[src/rtl/uart_pkg.sv]
// uart_pkg: shared definitions for the UART transmit peripheral.
//   tx_state_e    - transmit FSM state encoding
//   RegData/RegStatus - CPU register offsets (A1)
//   Stat*         - STATUS register bit indices
//   status_word() - packs the STATUS register read value
package uart_pkg;

  typedef enum logic [1:0] {
    StIdle  = 2'd0,
    StStart = 2'd1,
    StData  = 2'd2,
    StStop  = 2'd3
  } tx_state_e;

  localparam logic RegData   = 1'b0;
  localparam logic RegStatus = 1'b1;

  localparam int unsigned StatTxBusy    = 0;
  localparam int unsigned StatFifoFull  = 1;
  localparam int unsigned StatFifoEmpty = 2;

  function automatic logic [15:0] status_word(input logic busy, input logic full,
                                              input logic empty);
    logic [15:0] w_word;
    w_word                = '0;
    w_word[StatTxBusy]    = busy;
    w_word[StatFifoFull]  = full;
    w_word[StatFifoEmpty] = empty;
    return w_word;
  endfunction

endpackage

[src/rtl/sync_fifo.sv]
// sync_fifo: single-clock FIFO with first-word-fall-through read data.
// Ports:
//   clk, rst   - clock, synchronous active-high reset
//   push, din  - write request and data (ignored while full)
//   pop        - read request (ignored while empty)
//   dout       - head entry, valid whenever empty is low
//   full/empty - derived from the registered occupancy count
module sync_fifo #(
  parameter int unsigned WIDTH = 8,
  parameter int unsigned DEPTH = 8
) (
  input  logic             clk,
  input  logic             rst,
  input  logic             push,
  input  logic             pop,
  input  logic [WIDTH-1:0] din,
  output logic [WIDTH-1:0] dout,
  output logic             full,
  output logic             empty
);

  localparam int unsigned AW = (DEPTH > 1) ? $clog2(DEPTH) : 1;
  localparam int unsigned CW = $clog2(DEPTH + 1);

  logic [WIDTH-1:0] r_mem [DEPTH];
  logic [AW-1:0]    r_wptr;
  logic [AW-1:0]    r_rptr;
  logic [CW-1:0]    r_count;
  logic             w_push;
  logic             w_pop;

  assign full   = (r_count == CW'(DEPTH));
  assign empty  = (r_count == '0);
  assign w_push = push & ~full;
  assign w_pop  = pop & ~empty;
  assign dout   = r_mem[r_rptr];

  // Storage carries no reset; only pointers and count define validity.
  always_ff @(posedge clk) begin
    if (w_push) begin
      r_mem[r_wptr] <= din;
    end
  end

  // DEPTH is a power of two, so pointers wrap by natural overflow.
  always_ff @(posedge clk) begin
    if (rst) begin
      r_wptr  <= '0;
      r_rptr  <= '0;
      r_count <= '0;
    end else begin
      if (w_push) r_wptr <= r_wptr + AW'(1);
      if (w_pop)  r_rptr <= r_rptr + AW'(1);
      case ({w_push, w_pop})
        2'b10:   r_count <= r_count + CW'(1);
        2'b01:   r_count <= r_count - CW'(1);
        default: r_count <= r_count;
      endcase
    end
  end

endmodule

[src/rtl/uart_tx_periph.sv]
// uart_tx_periph: 68000-bus UART transmitter (8N1, LSB first) with a transmit FIFO.
// Ports:
//   clk, rst          - clock, synchronous active-high reset
//   cs, as_n, rw      - select, address strobe (active low), 1 = read
//   lds_n, addr       - lower data strobe (active low), A1 (0 = DATA, 1 = STATUS)
//   din               - write data D7..D0
//   dout              - registered read data
//   dtack_n           - registered transfer acknowledge (active low)
//   txd               - registered serial output, idle high
module uart_tx_periph
  import uart_pkg::*;
#(
  parameter int unsigned CLKS_PER_BIT = 217,
  parameter int unsigned FIFO_DEPTH   = 8
) (
  input  logic        clk,
  input  logic        rst,
  input  logic        cs,
  input  logic        as_n,
  input  logic        rw,
  input  logic        lds_n,
  input  logic        addr,
  input  logic [7:0]  din,
  output logic [15:0] dout,
  output logic        dtack_n,
  output logic        txd
);

  localparam int unsigned BW = (CLKS_PER_BIT > 1) ? $clog2(CLKS_PER_BIT) : 1;
  localparam logic [BW-1:0] BaudLast = BW'(CLKS_PER_BIT - 1);

  // FIFO
  logic       w_fifo_push;
  logic       w_fifo_pop;
  logic [7:0] w_fifo_dout;
  logic       w_fifo_full;
  logic       w_fifo_empty;

  sync_fifo #(
    .WIDTH (8),
    .DEPTH (FIFO_DEPTH)
  ) u_fifo (
    .clk   (clk),
    .rst   (rst),
    .push  (w_fifo_push),
    .pop   (w_fifo_pop),
    .din   (din),
    .dout  (w_fifo_dout),
    .full  (w_fifo_full),
    .empty (w_fifo_empty)
  );

  // Bus interface
  logic        r_ack;
  logic        r_armed;  // as_n seen high since reset; blocks a stale strobe
  logic        r_dtack_n;
  logic [15:0] r_dout;
  logic        w_access;
  logic        w_data_wr;
  logic        w_ack;
  logic        w_tx_busy;

  assign w_access  = cs & ~as_n & ~r_ack & r_armed;
  assign w_data_wr = ~rw & (addr == RegData) & ~lds_n;
  // A full FIFO stalls a data write: no ack until space appears.
  assign w_ack       = w_access & ~(w_data_wr & w_fifo_full);
  assign w_fifo_push = w_ack & w_data_wr;

  always_ff @(posedge clk) begin
    if (rst) begin
      r_ack     <= 1'b0;
      r_armed   <= 1'b0;
      r_dtack_n <= 1'b1;
      r_dout    <= '0;
    end else if (as_n) begin
      r_ack     <= 1'b0;
      r_armed   <= 1'b1;
      r_dtack_n <= 1'b1;
    end else if (w_ack) begin
      r_ack     <= 1'b1;
      r_dtack_n <= 1'b0;
      if (rw) begin
        r_dout <= (addr == RegStatus) ? status_word(w_tx_busy, w_fifo_full, w_fifo_empty)
                                      : 16'h0000;
      end
    end
  end

  assign dout    = r_dout;
  assign dtack_n = r_dtack_n;

  // Transmit FSM
  tx_state_e   r_state, w_state_d;
  logic [BW-1:0] r_baud, w_baud_d;
  logic [2:0]  r_bit, w_bit_d;
  logic [7:0]  r_shift, w_shift_d;
  logic        r_txd, w_txd_d;
  logic        w_baud_end;

  assign w_baud_end = (r_baud == BaudLast);
  assign w_tx_busy  = (r_state != StIdle);

  always_comb begin
    w_state_d  = r_state;
    w_baud_d   = r_baud + BW'(1);
    w_bit_d    = r_bit;
    w_shift_d  = r_shift;
    w_fifo_pop = 1'b0;
    unique case (r_state)
      StIdle: begin
        w_baud_d = '0;
        if (!w_fifo_empty) begin
          w_fifo_pop = 1'b1;
          w_shift_d  = w_fifo_dout;
          w_state_d  = StStart;
        end
      end
      StStart: begin
        if (w_baud_end) begin
          w_baud_d  = '0;
          w_bit_d   = '0;
          w_state_d = StData;
        end
      end
      StData: begin
        if (w_baud_end) begin
          w_baud_d  = '0;
          w_shift_d = {1'b0, r_shift[7:1]};
          w_bit_d   = r_bit + 3'd1;
          if (r_bit == 3'd7) w_state_d = StStop;
        end
      end
      StStop: begin
        if (w_baud_end) begin
          w_baud_d = '0;
          // Back-to-back frames: reload straight into START with no idle gap.
          if (!w_fifo_empty) begin
            w_fifo_pop = 1'b1;
            w_shift_d  = w_fifo_dout;
            w_state_d  = StStart;
          end else begin
            w_state_d = StIdle;
          end
        end
      end
      default: begin
        w_state_d = StIdle;
        w_baud_d  = '0;
      end
    endcase
  end

  // txd is derived from the next state so the registered line tracks the state register.
  always_comb begin
    w_txd_d = 1'b1;
    case (w_state_d)
      StStart: w_txd_d = 1'b0;
      StData:  w_txd_d = w_shift_d[0];
      default: w_txd_d = 1'b1;
    endcase
  end

  always_ff @(posedge clk) begin
    if (rst) begin
      r_state <= StIdle;
      r_baud  <= '0;
      r_bit   <= '0;
      r_shift <= '0;
      r_txd   <= 1'b1;
    end else begin
      r_state <= w_state_d;
      r_baud  <= w_baud_d;
      r_bit   <= w_bit_d;
      r_shift <= w_shift_d;
      r_txd   <= w_txd_d;
    end
  end

  assign txd = r_txd;

endmodule

[config.mk]
export PLATFORM = sky130hd
export DESIGN_NAME = uart_tx_periph
export DESIGN_NICKNAME = d
export VERILOG_FILES = /design/src/rtl/uart_pkg.sv /design/src/rtl/sync_fifo.sv /design/src/rtl/uart_tx_periph.sv
export SDC_FILE = /design/constraint.sdc
export NUM_CORES = 1
export LEC_CHECK = 0
export ABC_AREA = 1
export CORE_MARGIN = 2
export CORE_UTILIZATION = 55
export DETAILED_ROUTE_END_ITERATION = 6
export HOLD_SLACK_MARGIN = 0.12
export PLACE_DENSITY_LB_ADDON = 0.2
export SKIP_LAST_GASP = 1
export SYNTH_ARGS = -nofsm -noshare
export SYNTH_HDL_FRONTEND = slang
export SYNTH_SLANG_ARGS = --single-unit
[constraint.sdc]
create_clock -name clk -period 6.3 [get_ports clk]
set_clock_uncertainty 0.1 [all_clocks]
set_input_delay 0.63 -clock clk [delete_from_list [all_inputs] [get_ports clk]]
set_output_delay 0.63 -clock clk [all_outputs]
set_load 0.005 [all_outputs]
Word level (Yosys, flattened, before mapping):

Memory sizes are Yosys's and may differ from the RTL's. A register that Yosys moved wholly into a read port is not among the register bits.
Cells that the tools add are included.

* memories: 1
* bits of input ports: 15
* register bits: 51
* memory bits (writable): 64
* output and inout port bits: 18
* word-level logic and storage cells: 88

Memories
* u_fifo.r_mem: depth 8, width 8, rd ports 1, clocked after Yosys merged registers in 1, write ports 1, RTL line sync_fifo.sv:25 `logic [WIDTH-1:0] r_mem [DEPTH];`

* $add $sub $neg: 6
* reductions and logical operators: 11
* equality and inequality tests: 13
* bitwise logic cells: 18
* muxes and demuxes: 26

Operators with widths (count)
* $mux 8: 4
* $pmux 8 s3: 1
* $pmux 8 s2: 1
* $mux 3: 5
* $and 1x1->1: 10
* $mux 2: 5
* $add 3x1->3 const B: 3
* $reduce_and 3->1: 3
* $add 8x1->8 const B: 1
* $eq 2x2->1 const B: 4
* $eq 8x8->1 const B: 1
* $not 1->1: 8
* $pmux 2 s4: 1
* $pmux 4 s2: 1
* $eq 2x1->1 const B: 3
* $ne 2x2->1 const B: 3
* $pmux 3 s2: 1
* $reduce_bool 2->1: 3
* $mux 1: 5
* $add 4x1->4 const B: 1
* $eq 4x4->1 const B: 1
* $logic_not 4->1: 1
* $pmux 1 s2: 2
* $sub 4x1->4 const B: 1
* other kinds (5): 5

Longest topological paths before layout:

Gate-level depths: netlist of run 1.

* word-level depth: 10
* gate-level depth with buffers: 16
* mapped depth without buffers: 16

By module:

A second synthesis of run 1 with hierarchy kept.

* cell total of the unflattened synthesis: 499
* area, all modules: 4857.2 µm²

Modules (own cells, without submodules)
* sync_fifo: times used 1, cells an instance 276, seq. area each 2182.1 µm², area each 3213.1 µm²
* uart_tx_periph: times used 1, cells an instance 223, seq. area each 560.5 µm², area each 1644.1 µm²

Worst setup path after synthesis of run 1:

Ideal clock, no wire load.

* path type: input to register
* start: input port as_n
* end: memory u_fifo.r_mem[0][0] (enable)
* arrival time: 1.939 ns
* path slack: 3.877 ns
* library setup time: 0.383 ns
* required time: 5.817 ns
* stages on the path: 6
* path through: inv_1 -> nand4_1 -> a21oi_4 -> nand2_4 -> or2_4 -> nor3_1

* cells in the longest elaborated chain, start to end: 9

Ends and longest elaborated chain
* start: declaration: RTL line uart_tx_periph.sv:19 `input logic as_n,`
* $not 1->1 (no line)
* $and 1x1->1 (3 in series): RTL line uart_tx_periph.sv:63 `assign w_access = cs & ~as_n & ~r_ack & r_armed;`
* $and 1x1->1: RTL line uart_tx_periph.sv:66 `assign w_ack = w_access & ~(w_data_wr & w_fifo_full);`
* $and 1x1->1: RTL line uart_tx_periph.sv:67 `assign w_fifo_push = w_ack & w_data_wr;`
* $and 1x1->1: RTL line sync_fifo.sv:34 `assign w_push = push & ~full;`
* $mux 1: RTL line sync_fifo.sv:40 `if (w_push) begin`
* $mux 1 (implied by the code): RTL line sync_fifo.sv:41 `r_mem[r_wptr] <= din;`
* end: declaration: RTL line sync_fifo.sv:25

Every way passes these cells.

Final worst setup path of run 1:

* start: input port rw
* end: memory u_fifo.r_mem[0][1] (enable)

* cells in the longest elaborated chain, start to end: 10

Ends and longest elaborated chain
* start: declaration: RTL line uart_tx_periph.sv:20 `input logic rw,`
* $not 1->1 *: RTL line uart_tx_periph.sv:64 `assign w_data_wr = ~rw & (addr == RegData) & ~lds_n;`
* $and 1x1->1 * (2 in series): RTL line uart_tx_periph.sv:64
* $and 1x1->1: RTL line uart_tx_periph.sv:66
* $not 1->1: RTL line uart_tx_periph.sv:66
* $and 1x1->1: RTL line uart_tx_periph.sv:66
* $and 1x1->1 *: RTL line uart_tx_periph.sv:67
* $and 1x1->1 *: RTL line sync_fifo.sv:34
* $mux 1 *: RTL line sync_fifo.sv:40
* $mux 1 (implied by the code) *: RTL line sync_fifo.sv:41

Mark *: on every way between the ends. The rest lies on a longest branch, timed or not.

==> impl_metrics.csv, run 1 <==
group,metric,value,unit
logic_synthesis,synthArstFlopShare,0,%
power_and_ir_drop,p_leak,2.09,nW
route,drt_iter0_drc,325,
timing,rsz0062_at_grt,"false",
place,io_buffers,19,
clock_network,clk_pin_slew_worst_paths,0.10,ns
power_and_ir_drop,vdd_drop_max,0.000211,V
setup_path,max_stage_delay,0.80,ns
global_routing,antenna_found_initial,0,
final_layout,fin_nets,566,
setup_path,end_kind,"flip-flop",
final_layout,diodes,0,
place,place.gp.congestion,0.843,
place,dp_slack,3.01,ns
final_layout,fill_cells,736,
route,routedWlPerCell,14.4,um
floorplan,start_util,55.7,%
logic_synthesis,ys_ff_latch,105,
logic_synthesis,syn_avg_cell_area,9.22,um2
logic_synthesis,yosysSeqAreaShare,57.3,%
logic_synthesis,yosys.area.top_type,"edfxtp_1",
hold_path,hold_class,"flip-flop to flip-flop",
clock_network,cts_tree,"done",
final_layout,mostFrequentLayoutCells,"146 x nand2_1, 66 x nand3_1, 64 x edfxtp_1, 46 x inv_1, 41 x dfxtp_1",
timing,setup_ws,3.43,ns
final_layout,syn2layout_area_growth,8.29,%
floorplan,die-height,97.3,um
route,num_vias,3444,
timing,setup_viol,0,
power_and_ir_drop,p_per_area,330,nW/um2
floorplan,ios,33,
setup_path,worstSetupStartpointType,"input pin",
setup_path,slowest_stage,"nor3_1",
global_routing,track_usage,20.8,%
place,hpwl,6.53,mm
timing,slew_headroom,28.3,%
setup_path,cp.arrival,2.77,ns
timing,drv_slew,0,
setup_path,cp.required,6.20,ns
route,wl,9.36,mm
logic_synthesis,yosysWarningCount,0,
global_routing,grt_max_degree,34,
floorplan,coreArea,8590,um2
logic_synthesis,syn_area,4780,um2
clock_network,holdBufCountCts,0,
logic_synthesis,synth_edf_count,64,
setup_path,crit_path_max_fanout,8,
timing,fin_crit_sh,45.6,%
final_layout,fin_util,60.3,%
clock_network,post-cts-setup-buffers,0,
final_layout,final_common_cell,"nand2_1",
flow_run,max-cap-violations,0,
timing,tns,0,ns
route,first_pass_iters,6,
clock_network,cts.sinks,105,
floorplan,rows,34,
logic_synthesis,synth_area_leaders,"edfxtp_1 40%, dfxtp_1 17%, nand2_1 11%, nand3_1 6.9%, ha_1 3.7%",
route,viasPerCell,5.30,
timing,layout_min_cycle_time,2.87,ns
logic_synthesis,ys_types,33,
logic_synthesis,synth_top_area_share,40.2,%
timing,worst_pin_slew,1.07,ns
logic_synthesis,synthCells,519,
global_routing,grt_overflow_total,0,
clock_network,cts_buffer_depth,2,
floorplan,die-area,9460,um2
logic_synthesis,ys.flop_type,"edfxtp_1",
clock_network,cts-root-buf,"clkbuf_8",
clock_network,htreeDepth,3,
floorplan,die_w,97.3,um
setup_path,path_delay_family,"simple AND/OR/NAND/NOR gates",
global_routing,grt_pass1_wl,15.5,mm
setup_path,crit_chain,"clkdlybuf4s50_1, nor3_4, a21oi_4, nand2_4, or2_4, nor3_1",
global_routing,grt_pass1_vias,3105,
clock_network,cts_resized,0,
setup_path,critical_path_class,"input pin to flip-flop",
clock_network,numCtsBuffers,9,
outcome,status,"finished clean",
route,ant_nets,0,
timing,hold_viol,0,
setup_path,crit_buf_inv,1,
route,drc,0,
clock_network,clock_latency,0.37,ns
timing,max_freq,0.348,GHz
final_layout,drive_above_1_share,6.64,%
==> routing by layer <==
metal  vias to the layer above  part of all wire, %  global-route usage (%)
met5                         -                    0                       0
met4                         0                 0.93                    5.66
met3                         8                  6.4                    4.46
met2                       121                   47                    33.4
met1                      1582                   46                    28.9
li1                       1733                    -                       -
==> final timing paths <==
check | start | endpoint | slack (ns) | cells past startpoint
max reg2reg | r_baud[0] | u_fifo.r_count[2] | 3.54 | 15
min | dout[2] | dout[2] | 0.37 | 2
max | rw | u_fifo.r_mem[0][1] | 3.43 | 6
min reg2reg | dout[2] | dout[2] | 0.37 | 2
==> final cells by class <==
class	instances	area (um2)	share of cell area, %
Clock buffer	10	128	2.46
Clock inverter	6	42.5	0.821
Inverter	49	184	3.55
Multi-Input combinational cell	351	1740	33.6
Sequential cell	105	2740	52.9
Tap cell	108	135	2.61
Timing Repair Buffer	21	205	3.96
==> logic make-up (layout without fill, tap and decap cells) <==
kind of cell | Yosys count | in the layout | share of synthesized area (%)
other | 1 | 13 | 0.0784
and+or+nand+nor | 275 | 275 | 25.6
xor gates and xnor gates | 7 | 7 | 1.28
adders and majority gates | 14 | 14 | 3.66
AOI/OAI and AO/OA | 42 | 42 | 4.92
buffers and inverters | 75 | 86 | 7.17
DFF | 105 | 105 | 57.3
==> worst reg2reg max path, cell delays in order (launching register included) <==
cell and delay (ns):
dfxtp_1 0.36, inv_1 0.07, ha_1 0.14, inv_1 0.04, nor2_2 0.21, nand4_1 0.15, nand2_2 0.16, nand2_1 0.16
inv_1 0.14, ha_1 0.23, xor2_1 0.28, ha_1 0.20, a21oi_1 0.05, xor2_1 0.17, o21ai_0 0.16, inv_1 0.05
==> state kept, by name, indices dropped and copies added (netlist names), 2 cells and up, named ones only <==
name,cells
r_baud,8
u_fifo.r_rptr,3
dout,3
u_fifo.r_wptr,3
u_fifo.r_mem,64
r_bit,3
r_shift,8
r_state,2
u_fifo.r_count,4
==> synth_stat cells, types with 2 or more instances <==
library cell	n
inv_2	3
ha_1	14
nand2_2	4
a21oi_1	20
edfxtp_1	64
xor2_1	6
o21ai_0	14
nor2_2	5
buf_2	7
inv_1	46
nor3_1	14
clkbuf_1	4
o21ai_1	3
dfxtp_1	41
nand2_4	2
nand4_1	7
nor3b_1	2
nor2_1	25
nand3_1	66
buf_4	14
nand2_1	146
==> stage by stage <==
stage          instance area (um2)  hold WS, ns  power [mW]  instances
2_1_floorplan                 4830        0.338        1.23        531
5_1_grt                       5180        0.390        1.82        650
4_1_cts                       5180        0.373        1.71        650
6_report                      5180        0.368        1.71        650
3_5_place_dp                  5010        0.357        1.35        634
3_3_place_gp                  5010        0.356        1.34        634
==> power breakdown <==
group	internal, mW	switching [mW]
logic	0.179	0.342
clock network	0.145	0.225
registers	0.774	0.0442
total	1.10	0.611
Note: power is estimated with default switching activity, not from simulation.
==> run 2: changes to the inputs <==
==> constraint.sdc (replaced) <==
create_clock -name clk -period 2.69 [get_ports clk]
set_clock_uncertainty 0.1 [all_clocks]
set_input_delay 0.269 -clock clk [delete_from_list [all_inputs] [get_ports clk]]
set_output_delay 0.269 -clock clk [all_outputs]
set_load 0.005 [all_outputs]
==> impl_metrics.csv, run 2 (same netlist as run 1, synthesis figures left out) <==
group,metric,value,unit
global_routing,grt_overflow_total,0,
setup_path,r2r_start,"r_baud[0]",
clock_network,cts.sinks,105,
timing,setup_ws,0.235,ns
route,routedWlPerCell,14.4,um
hold_path,holdCritStartpoint,"r_ack",
power_and_ir_drop,p_per_area,812,nW/um2
setup_path,critical_path_class,"flip-flop to flip-flop",
place,io_buffers,19,
floorplan,die-height,97.3,um
hold_path,whs_path_depth,1,
final_layout,reg_top3,"u_fifo.r_mem x64, r_baud x8, r_shift x8",
clock_network,numCtsBuffers,9,
timing,slew_headroom,60.6,%
clock_network,cts-root-buf,"clkbuf_8",
floorplan,rows,34,
final_layout,largest_reg_flops,64,
route,wl,9.55,mm
clock_network,clk_pin_slew_worst_paths,0.09,ns
global_routing,grt_max_degree,33,
floorplan,ios,33,
setup_path,worstSetupStartpointType,"flip-flop",
place,place.gp.congestion,0.867,
global_routing,grt_pass1_wl,16.0,mm
flow_run,max-cap-violations,0,
power_and_ir_drop,vdd_drop_max,0.000551,V
power_and_ir_drop,p_leak,2.20,nW
floorplan,die-area,9460,um2
final_layout,fin_nets,581,
final_layout,diodes,0,
clock_network,cts_buffer_depth,2,
timing,worst_pin_slew,0.590,ns
hold_path,hold_class,"flip-flop to flip-flop",
timing,setup_viol,0,
clock_network,clock_latency,0.37,ns
place,dp_slack,0.0710,ns
timing,hold_viol,0,
clock_network,cts_tree,"done",
setup_path,cp.required,2.86,ns
timing,layout_min_cycle_time,2.45,ns
final_layout,syn2layout_area_growth,12.5,%
floorplan,start_util,55.7,%
route,ant_nets,0,
final_layout,final_common_cell,"nand2_1",
global_routing,grt_pass1_vias,3414,
setup_path,end_kind,"flip-flop",
timing,max_freq,0.407,GHz
hold_path,hold_path_end,"r_ack",
route,drc,0,
setup_path,reg2reg_depth,15,
power_and_ir_drop,power.total,4.37,mW
setup_path,r2r_end,"u_fifo.r_count[2]",
setup_path,rrSetupSlack,0.24,ns
route,num_vias,3466,
route,drt_iter0_drc,287,
clock_network,htreeDepth,3,
global_routing,track_usage,21.1,%
outcome,status,"finished clean",
timing,drv_slew,0,
setup_path,crit_path_max_fanout,5,
route,viasPerCell,5.22,
timing,fin_crit_sh,91.3,%
place,hpwl,6.35,mm
route,first_pass_iters,5,
final_layout,mostFrequentLayoutCells,"146 x nand2_1, 66 x nand3_1, 64 x edfxtp_1, 46 x inv_1, 41 x dfxtp_1",
floorplan,die_w,97.3,um
final_layout,largest-register,"u_fifo.r_mem",
floorplan,coreArea,8590,um2
final_layout,drive_above_1_share,9.53,%
global_routing,antenna_found_initial,0,
setup_path,cp.arrival,2.62,ns
[run 2: metrics by stage]
| stage | hold slack [ns] | util (%) | cells | area, um2 | setup TNS (ns) |
|---|---|---|---|---|---|
| after floorplan | 0.253 | - | 531 | 4830 | 0 |
| after global placement | 0.355 | 59.4 | 647 | 5110 | 0 |
| after detailed placement | 0.355 | 59.4 | 647 | 5110 | 0 |
| after CTS | 0.378 | 62.1 | 662 | 5340 | 0 |
| after global routing | 0.412 | 62.6 | 664 | 5380 | -0.0116 |
| final | 0.374 | 62.6 | 664 | 5380 | 0 |
[run 2: worst max-delay path by stage]
stage	startpoint	end
6_report	r_baud[0]	u_fifo.r_count[2]
5_1_grt	r_baud[0]	u_fifo.r_count[2]
4_1_cts	r_baud[0]	u_fifo.r_count[2]
3_5_place_dp	addr	u_fifo.r_count[2]
3_3_place_gp	addr	u_fifo.r_count[2]
2_1_floorplan	r_baud[0]	u_fifo.r_count[2]
[run 2: worst max-delay path: stages (launching register included)]
cell,delay (ns)
dfxtp_1,0.36
inv_1,0.07
ha_1,0.14
inv_1,0.06
nor2_4,0.15
nand4_1,0.12
nand2_2,0.15
nand2_1,0.09
inv_1,0.17
ha_4,0.19
xor2_2,0.19
ha_1,0.18
a21oi_1,0.05
xor2_1,0.17
o21ai_0,0.14
inv_1,0.05
[run 2: cell type report]
| class | instances | area [um2] |
|---|---|---|
| Fill cell | 722 | 3210 |
| Sequential cell | 105 | 2740 |
| Multi-Input combinational cell | 351 | 1770 |
| Timing Repair Buffer | 36 | 318 |
| Inverter | 49 | 184 |
| Tap cell | 108 | 135 |
| Clock buffer | 10 | 128 |
| Clock inverter | 5 | 105 |
[run 2: power breakdown]
group / total (mW) / switching, mW / internal, mW
clock network: 1.14 / 0.525 / 0.614
logic: 1.33 / 0.839 / 0.491
registers: 1.90 / 0.0878 / 1.81
[run 2: routing by layer]
| layer | vias to the layer above | share of wire, % | GRT usage (%) |
|---|---|---|---|
| li1 | 1760 | - | - |
| met1 | 1614 | 45 | 28.9 |
| met2 | 79 | 49 | 34.4 |
| met3 | 13 | 4.4 | 3.81 |
| met4 | 0 | 1.6 | 6.73 |
| met5 | - | 0 | 0 |
[run 2: timing repair]
| item | in CTS | in global routing |
|---|---|---|
| gates resized for setup | 0 | 4 |
| endpoints found under the setup margin | 0 | 3 |
| buffers inserted | 0 | 2 |
| hold buffers | 0 | 0 |
==> run 3: changes to the inputs <==
--- a/config.mk
+++ b/config.mk
@@ -6,12 +6,10 @@
 export NUM_CORES = 1
 export LEC_CHECK = 0
 export ABC_AREA = 1
-export CORE_MARGIN = 2
 export CORE_UTILIZATION = 55
 export DETAILED_ROUTE_END_ITERATION = 6
 export HOLD_SLACK_MARGIN = 0.12
 export PLACE_DENSITY_LB_ADDON = 0.2
-export SKIP_LAST_GASP = 1
 export SYNTH_ARGS = -nofsm -noshare
 export SYNTH_HDL_FRONTEND = slang
 export SYNTH_SLANG_ARGS = --single-unit
==> impl_metrics.csv, run 3 (same netlist as run 1, synthesis figures left out) <==
group,metric,value,unit
outcome,status,"finished clean",
global_routing,grt_overflow_total,0,
power_and_ir_drop,p_clk_share,23.5,%
power_and_ir_drop,p_per_area,787,nW/um2
power_and_ir_drop,p_sw_share,36.5,%
route,drc,0,
clock_network,cts.sinks,105,
clock_network,cts_tree,"done",
timing,fin_crit_sh,91.1,%
place,place.gp.congestion,0.841,
floorplan,rows,33,
timing,slew_headroom,52.2,%
clock_network,numCtsBuffers,9,
setup_path,slowest_stage,"dfxtp_1",
floorplan,die-area,9070,um2
setup_path,end_kind,"flip-flop",
power_and_ir_drop,p_leak,2.19,nW
setup_path,max_stage_delay,0.48,ns
clock_network,holdBufCountCts,0,
setup_path,cp.required,2.87,ns
final_layout,final_common_cell,"nand2_1",
place,dp_slack,0.0328,ns
setup_path,crit_buf_inv,2,
final_layout,fin_util,64.4,%
global_routing,antenna_found_initial,0,
clock_network,htreeDepth,3,
clock_network,cts-root-buf,"clkbuf_8",
route,ant_nets,0,
floorplan,ios,33,
final_layout,multi_input_area,1760,um2
clock_network,clk_pin_slew_worst_paths,0.11,ns
floorplan,die_w,95.3,um
setup_path,critical_path_class,"flip-flop to flip-flop",
final_layout,final_cell_area,5350,um2
timing,hold_viol,0,
clock_network,cts_buffer_depth,2,
route,routedWlPerCell,13.9,um
place,placed_cell_area,5100,um2
final_layout,syn2layout_area_growth,11.8,%
timing,tns,0,ns
timing,rsz0062_at_grt,"false",
power_and_ir_drop,pwr-share-seq,45.2,%
setup_path,path_delay_family,"simple AND/OR/NAND/NOR gates",
timing,max_freq,0.408,GHz
setup_path,worstSetupStartpointType,"flip-flop",
power_and_ir_drop,vdd_drop_max,0.000608,V
global_routing,grt_pass1_wl,15.1,mm
final_layout,mostFrequentLayoutCells,"146 x nand2_1, 66 x nand3_1, 64 x edfxtp_1, 46 x inv_1, 41 x dfxtp_1",
final_layout,instances_no_fill,662,
route,wl,9.17,mm
timing,setup_ws,0.238,ns
power_and_ir_drop,power.total,4.21,mW
final_layout,largest-register,"u_fifo.r_mem",
flow_run,max-cap-violations,0,
timing,layout_min_cycle_time,2.45,ns
setup_path,crit_chain,"nor2_2, nand2_2, nand4_1, nand2_2, nand2_1, inv_1, ha_2, xor2_2, ha_1, a21oi_1, xor2_1, o21ai_0, inv_1",
place,io_buffers,19,
final_layout,fin_nets,581,
route,drt_iter0_drc,197,
setup_path,cp.arrival,2.63,ns
final_layout,fill_cells,692,
floorplan,die-height,95.3,um
final_layout,drive_above_1_share,10.1,%
setup_path,crit_path_max_fanout,8,
global_routing,grt_pass1_vias,3273,
timing,whs,0.376,ns
clock_network,clock_latency,0.37,ns
route,first_pass_iters,6,
global_routing,grt_max_degree,33,
timing,worst_pin_slew,0.716,ns
place,hpwl,6.14,mm
power_and_ir_drop,power_frac_comb,31.3,%
final_layout,reg_top3,"u_fifo.r_mem x64, r_baud x8, r_shift x8",
route,num_vias,3533,
timing,setup_viol,0,
route,viasPerCell,5.34,
floorplan,start_util,57.6,%
floorplan,coreArea,8300,um2
power_and_ir_drop,power.switching,1.53,mW
power_and_ir_drop,intPower,2.67,mW
hold_path,hold_class,"flip-flop to flip-flop",
timing,drv_slew,0,
final_layout,largest_reg_flops,64,
final_layout,diodes,0,
final_layout,final-seq-area,2740,um2
place,dpl.cell_count,644,
global_routing,track_usage,22.2,%
run 3: routing by layer:
layer / track usage (%) / vias to the layer above / part of all wire, %
met5: 0 / - / 0
met4: 5.81 / 0 / 1.0
met3: 4.78 / 10 / 5.4
met2: 38.0 / 94 / 51
met1: 28.5 / 1665 / 43
li1: - / 1764 / -
run 3: power by group through the flow:
stage                     combinational [mW]  sequential, mW  clock, mW
after global placement                  1.21            1.93          0
after detailed placement                1.26            1.93          0
after CTS                               1.26            1.90       1.01
after global routing                    1.50            1.92       1.08
after floorplan                        0.960            1.91          0
final                                   1.32            1.90      0.989
run 3: final cells by class:
class                           count  share of cell area (%)
Multi-Input combinational cell    351                    32.8
Sequential cell                   105                    51.3
Clock buffer                        9                    2.32
Timing Repair Buffer               36                    5.94
Inverter                           49                    3.44
Tap cell                          105                    2.46
Clock inverter                      7                    1.71
run 3: path summary, 6_finish.rpt:
kind	cells past startpoint	slack [ns]	from	end
worst max-delay path	13	0.24	u_fifo.r_count[1]	u_fifo.r_count[2]
worst min register to register	2	0.38	dout[0]	dout[0]
worst min-delay path	2	0.38	dout[0]	dout[0]
worst max register to register	13	0.24	u_fifo.r_count[1]	u_fifo.r_count[2]
run 3: repair_timing:
item                                    in CTS  in global routing
resized for setup                            0                  3
endpoints found under the hold margin        0                  0
buffers inserted                             0                  2
endpoints found under the setup margin       0                  1
run 3: tightest hold or removal path: cells and delay by family (launching register included):
family / cells / cell delay (ns)
AOI/OAI and AO/OA: 1 / 0.05
DFF: 1 / 0.33
and+or+nand+nor: 1 / 0.06
